[config.mk]
export PLATFORM = sky130hd
export DESIGN_NAME = usb_tx_arbiter
export DESIGN_NICKNAME = d
export VERILOG_FILES = /design/src/rtl/usb_tx_arbiter.sv
export SDC_FILE = /design/constraint.sdc
export NUM_CORES = 1
export LEC_CHECK = 0
export ABC_CLOCK_PERIOD_IN_PS = 1700
export BUFFER_PORTS_ARGS = -buffer_cell sky130_fd_sc_hd__buf_4
export CAP_MARGIN = 10
export CORE_UTILIZATION = 30
export CTS_CLUSTER_DIAMETER = 100
export DETAILED_ROUTE_END_ITERATION = 16
export GPL_TIMING_DRIVEN = 0
export HOLD_SLACK_MARGIN = 0.06
export PLACE_DENSITY_LB_ADDON = 0.12
export RECOVER_POWER = 50
export SLEW_MARGIN = 15
export SYNTH_ARGS = -nofsm -noshare
export SYNTH_HDL_FRONTEND = slang
export SYNTH_SLANG_ARGS = --single-unit
export TNS_END_PERCENT = 5
[constraint.sdc]
create_clock -name clk -period 1.7 [get_ports clk]
set_input_delay 0.34 -clock clk [delete_from_list [all_inputs] [get_ports clk]]
set_output_delay 0.34 -clock clk [all_outputs]
set_load 0.1 [all_outputs]
[src/rtl/usb_tx_arbiter.sv]
// Packet-level AXI-stream arbiter merging command responses (s0) and ADC samples (s1)
// onto the single USB bridge path. Define USB_TX_ARB_STATS_EN to add packet/stall counters.
module usb_tx_arbiter #(
  parameter int unsigned ROUND_ROBIN = 1,
  parameter int unsigned S1_MAX_PKTS = 0
) (
  input  logic        clk,
  input  logic        rstn,
  output logic        s0_tready,
  input  logic        s0_tvalid,
  input  logic [31:0] s0_tdata,
  input  logic [3:0]  s0_tkeep,
  input  logic        s0_tlast,
  output logic        s1_tready,
  input  logic        s1_tvalid,
  input  logic [31:0] s1_tdata,
  input  logic [3:0]  s1_tkeep,
  input  logic        s1_tlast,
  input  logic        m_tready,
  output logic        m_tvalid,
  output logic [31:0] m_tdata,
  output logic [3:0]  m_tkeep,
  output logic        m_tlast,
`ifdef USB_TX_ARB_STATS_EN
  input  logic        stats_clr,
  output logic [15:0] pkt_cnt0,
  output logic [15:0] pkt_cnt1,
  output logic [15:0] stall_cnt,
`endif
  output logic [1:0]  grant,
  output logic        busy
);

  localparam int unsigned CNT_W = 8;

  // One-hot encoding so the grant output is the state register itself.
  typedef enum logic [1:0] {
    IDLE   = 2'b00,
    GRANT0 = 2'b01,
    GRANT1 = 2'b10
  } state_e;

  state_e           state_q, state_d;
  logic             last_q, last_d;      // 1 = s1 owned the previous packet
  logic [CNT_W-1:0] s1_cnt_q, s1_cnt_d;
  logic             done0_c, done1_c;
  logic             s1_capped_c, s1_eligible_c;

  assign done0_c = (state_q == GRANT0) && s0_tvalid && m_tready && s0_tlast;
  assign done1_c = (state_q == GRANT1) && s1_tvalid && m_tready && s1_tlast;

  // After S1_MAX_PKTS back-to-back s1 packets, a waiting s0 must win the next grant.
  assign s1_capped_c   = (ROUND_ROBIN == 0) && (S1_MAX_PKTS != 0) &&
                         (32'(s1_cnt_q) >= S1_MAX_PKTS);
  assign s1_eligible_c = s1_tvalid && !(s1_capped_c && s0_tvalid);

  assign grant = state_q;
  assign busy  = (state_q != IDLE);

  always_ff @(posedge clk or negedge rstn) begin
    if (!rstn) begin
      state_q  <= IDLE;
      last_q   <= 1'b1;
      s1_cnt_q <= '0;
    end else begin
      state_q  <= state_d;
      last_q   <= last_d;
      s1_cnt_q <= s1_cnt_d;
    end
  end

  always_comb begin
    state_d   = state_q;
    last_d    = last_q;
    s1_cnt_d  = s1_cnt_q;
    m_tvalid  = 1'b0;
    m_tdata   = '0;
    m_tkeep   = '0;
    m_tlast   = 1'b0;
    s0_tready = 1'b0;
    s1_tready = 1'b0;
    case (state_q)
      IDLE: begin
        if (s0_tvalid && s1_eligible_c && (ROUND_ROBIN != 0)) begin
          state_d = last_q ? GRANT0 : GRANT1;
        end else if (s0_tvalid) begin
          state_d = GRANT0;
        end else if (s1_eligible_c) begin
          state_d = GRANT1;
        end
      end
      GRANT0: begin
        m_tvalid  = s0_tvalid;
        m_tdata   = s0_tdata;
        m_tkeep   = s0_tkeep;
        m_tlast   = s0_tlast;
        s0_tready = m_tready;
        if (done0_c) begin
          state_d  = IDLE;
          last_d   = 1'b0;
          s1_cnt_d = '0;
        end
      end
      GRANT1: begin
        m_tvalid  = s1_tvalid;
        m_tdata   = s1_tdata;
        m_tkeep   = s1_tkeep;
        m_tlast   = s1_tlast;
        s1_tready = m_tready;
        if (done1_c) begin
          state_d = IDLE;
          last_d  = 1'b1;
          if (s1_cnt_q != '1) begin
            s1_cnt_d = s1_cnt_q + CNT_W'(1);
          end
        end
      end
      default: state_d = IDLE;
    endcase
  end

`ifdef USB_TX_ARB_STATS_EN
  localparam int unsigned STAT_W = 16;

  logic [STAT_W-1:0] pkt_cnt0_q, pkt_cnt1_q, stall_cnt_q;
  logic              stall_c;

  assign stall_c = m_tvalid && !m_tready;

  // Packet counters wrap; stall counter saturates; clear beats any increment.
  always_ff @(posedge clk or negedge rstn) begin
    if (!rstn) begin
      pkt_cnt0_q  <= '0;
      pkt_cnt1_q  <= '0;
      stall_cnt_q <= '0;
    end else if (stats_clr) begin
      pkt_cnt0_q  <= '0;
      pkt_cnt1_q  <= '0;
      stall_cnt_q <= '0;
    end else begin
      if (done0_c) begin
        pkt_cnt0_q <= pkt_cnt0_q + STAT_W'(1);
      end
      if (done1_c) begin
        pkt_cnt1_q <= pkt_cnt1_q + STAT_W'(1);
      end
      if (stall_c && (stall_cnt_q != '1)) begin
        stall_cnt_q <= stall_cnt_q + STAT_W'(1);
      end
    end
  end

  assign pkt_cnt0  = pkt_cnt0_q;
  assign pkt_cnt1  = pkt_cnt1_q;
  assign stall_cnt = stall_cnt_q;
`endif

endmodule

==> results of run 1 <==
-- synth_stat cells --
master,count
a211oi_1,1
a21oi_1,1
a221o_1,1
a22o_1,1
a22oi_1,39
a32o_1,1
a41oi_1,1
and2_1,2
buf_2,4
buf_4,1
clkbuf_1,9
dfrtp_1,2
dfstp_2,1
ha_1,3
inv_1,4
mux2i_1,1
nand3_1,2
nor2b_1,38
nor3b_1,1
o21a_1,1
-- cell families after synthesis --
| logic type | synth area share |
|---|---|
| muxes | 0.0122 |
| buffers and inverters | 0.0933 |
| AOI/OAI and AO/OA | 0.428 |
| DFF | 0.0933 |
| and+or+nand+nor | 0.327 |
| adders and majority gates | 0.0459 |
-- per-stage QoR --
step           setup WS [ns]  utilization  instance area (um^2)  hold slack [ns]  std cells
3_5_place_dp          -0.250        0.864                  2180            0.133        265
3_3_place_gp          -0.190        0.864                  2180            0.129        265
2_1_floorplan         -0.402            -                  1230           0.0444        114
==> metrics.txt, run 1 <==
# hold bufs at CTS 1; CTS buffer count 3; Synth Register Bits 3; die height approximately 54 um; H-tree levels 1; Exit stage 4_1_cts; Initial Util 0.324; Post-CTS Setup Bufs 4; Ys Warns 0; cell chosen for the clock root clkbuf_4; Area contributors post-synth a22oi_1 (36%), nor2b_1 (29%), dfrtp_1 (6.1%), ha_1 (4.6%), clkbuf_1 (4.1%); Sink Count 3; mean cell area of the mapped netlist 7.18 um^2; dpl hpwl approximately 3.3 mm; number of buffers added on ports 121; syn_nets approximately 200; share of the synthesized area in the top cell type 0.358; Top Ports 122; Die X 54.2 um; register area share after synthesis 0.0933; Placement Rows 18; status did not finish; synth unique cells 20; GP Congestion 0.722; Clock Path Buffers 2; post-synth top area cell a22oi_1; mapped cell area 818 um^2; synthesized netlist cell count 114; post-CTS sizing 170; tool error [ERROR DPL-0038] Utilization greater than 100%, impossible to legalize
==> inputs of run 2 (changes only) <==
--- a/config.mk
+++ b/config.mk
@@ -8,12 +8,11 @@
 export ABC_CLOCK_PERIOD_IN_PS = 1700
 export BUFFER_PORTS_ARGS = -buffer_cell sky130_fd_sc_hd__buf_4
 export CAP_MARGIN = 10
-export CORE_UTILIZATION = 30
-export CTS_CLUSTER_DIAMETER = 100
+export CORE_AREA = 2 2 63 65
 export DETAILED_ROUTE_END_ITERATION = 16
+export DIE_AREA = 0 0 65 67
 export GPL_TIMING_DRIVEN = 0
-export HOLD_SLACK_MARGIN = 0.06
-export PLACE_DENSITY_LB_ADDON = 0.12
+export PLACE_DENSITY_LB_ADDON = 0.15
 export RECOVER_POWER = 50
 export SLEW_MARGIN = 15
 export SYNTH_ARGS = -nofsm -noshare
==> metrics.txt, run 2 <==
Area contributors post-synth a22oi_1 (36%), nor2b_1 (29%), dfrtp_1 (6.1%), ha_1 (4.6%), clkbuf_1 (4.1%); Worst Skew 0.000638 ns; critical path startpoint grant[1]$_DFFE_PN0P_; Final Cell Area roughly 3200 um^2; violated checks setup timing; Non-Filler Instances 297; first-pass GRT wire length 9.23 mm; post-synth top area cell a22oi_1; Sw Pwr 3.68 mW; global route overflow 0; register area share after synthesis 0.0933; Main synth FF type dfrtp_1; R2R depth 5; Via Count between 1,500 and 2,000; GP Congestion 0.709; Total Wirelength 6.85 mm; Req. time, crit path 1.36 ns; cell chosen for the clock root clkbuf_8; Initial Util 0.227; mapped cell area 818 um^2; ratio of cells with drive above 1 in the final layout 0.932; Synth Register Bits 3; Ys Warns 0; Routed Antenna Nets 0; WL met3 between 300 and 400 um; Core Footprint between 3000 and 4000 um^2; max reg flops 2; synth unique cells 20; commonest non-fill, non-tap cell in the layout buf_4; DRC 0; Max-cap violations 0; H-tree levels 1; fillers 124; FF+latch area 83.8 um^2; Post-synth EDFFs 0; final hold vios 0; number of buffers added on ports 121; die area 4360 um^2; unrepaired setup endpoints after global routing true; syn_nets 196; CTS buffer count 3; dpl hpwl 3.13 mm; RR Endpoint grant[1]$_DFFE_PN0P_; # setup viols final 40; die height roughly 67 um; Startpoint Class flip-flop; kind of critical path flip-flop to output pin; met2 wire len 3.71 mm; vias in the first global route 1,676; synth cell count leaders a22oi_1 (39), nor2b_1 (38), clkbuf_1 (9), buf_2 (4), inv_1 (4); Design Power 6.84 mW; Total GRT Usage 0.276; commonest cells after routing, fill and taps aside buf_4 (82), buf_12 (42), a22oi_2 (38), nor2b_4 (38), clkbuf_16 (11); Peak VDD IR around 1.5 mV; Max Clk Rate roughly 490 MHz; Int Pwr 3.16 mW; met1 wire length between 2 and 3 mm; crit-path max FO 5; leakage 1.32 nW; multi-input logic area 1180 um^2; max_slew headroom 0.639; Setup crit end m_tdata[12]; synthesized netlist cell count about 110; ANT cells 0; initial antenna violation count 0; Clock Latency Late Sink 0.22 ns; clock slew at the register clock pins of the worst setup and hold paths around 0.030 ns; combinational power share 0.944; final period utilization 1.21; Worst Max-Slew Pin Slew 0.543 ns; Pins Over Slew Limit 0; wire per inst 23.1 um; Clock Path Buffers 2; CTS tree built; Hold WC Path Type input pin to asynchronous set/reset pin; asr flop ratio synth 1.00; sequential share of power 0.025; most common cell in the synthesized netlist a22oi_1; Sink Count 3; Layout Nets ~330; Top Ports 122; # placed instances between 200 and 300; clock share of power 0.030; crit end category output pin; Placement Rows 22; dpl cell area 2200 um^2; Fin Hold WS 0.461 ns; largest net degree at the start of global routing 11; Die X between 60 and 70 um; Layout Area Growth over Synthesis 296%; Final WS setup -0.349 ns; Initial DRC Count 70; Worst Path Arrival ~1.7 ns; final setup TNS -12.16 ns; vias per std cell 5.24; switching power share of the total 0.538; min Tclk post-route about 2 ns; worst r2r src grant[0]$_DFFE_PN0P_; mean cell area of the mapped netlist about 7.2 um^2; reg-to-reg slack, setup ~0.02 ns; TritonRoute pass-1 iters 4; pwr dens roughly 2100 nW/um^2; status finished, violations left; highest metal used met4; share of the synthesized area in the top cell type 0.358
run 2: cell type report:
cell class                 count  area share
buffer                        13      0.0838
clock buffer                   4      0.0139
inverter                       4     0.00618
multi-input combinational     93       0.365
sequential                     3      0.0259
tap                           48      0.0185
timing repair buffer         132       0.487
run 2: metal layers:
metal / global-route usage / vias to the layer above
met3: 0.0456 / 15
li1: - / 694
met4: 0.0984 / 0
met1: 0.323 / 759
met5: 0 / -
met2: 0.504 / 87
run 2: worst min path at each step:
stage                     slack, ns  startpoint                    to
after global placement         0.13        rstn  grant[1]$_DFFE_PN0P_
after floorplan                0.04        rstn  grant[0]$_DFFE_PN0P_
final                          0.46        rstn  grant[1]$_DFFE_PN0P_
after global routing           0.49        rstn  grant[1]$_DFFE_PN0P_
after detailed placement       0.13        rstn  grant[1]$_DFFE_PN0P_
after CTS                      0.45        rstn  grant[1]$_DFFE_PN0P_
run 2: timing repair:
item,in CTS,in global routing
hold buffers,1,0
endpoints found under the setup margin,40,41
gates resized for setup,181,1
endpoints found under the hold margin,2,0
gates cloned,4,3
buffers inserted,3,0
pin swaps,35,6
run 2: critical path, cell delays in order (launching register included):
cell,delay (ns)
dfrtp_4,0.51
inv_4,0.09
ha_4,0.15
clkbuf_16,0.16
clkbuf_16,0.15
a22oi_2,0.09
nor2b_4,0.15
buf_12,0.18
run 2: logic make-up after synthesis:
logic type,share of synthesized area
AO/OA/AOI/OAI,0.428
adder cells (fa/ha/maj),0.0459
buffers and inverters,0.0933
flip-flops,0.0933
multiplexers,0.0122
AND/OR/NAND/NOR,0.327
run 2: power by group through the flow:
stage	logic (mW)	clock network (mW)	registers [mW]
3_3_place_gp	4.69	0	0.161
4_1_cts	6.21	0.215	0.167
5_1_grt	6.61	0.220	0.177
2_1_floorplan	3.77	0	0.284
6_report	6.46	0.208	0.172
3_5_place_dp	4.69	0	0.160
run 2: through the flow:
stage	setup slack, ns	utilization
after detailed placement	-0.231	0.611
after global placement	-0.237	0.611
final	-0.349	0.899
after CTS	-0.304	0.887
after floorplan	-0.402	-
after global routing	-0.386	0.899
No activity file was read; power rests on OpenSTA's default activity.
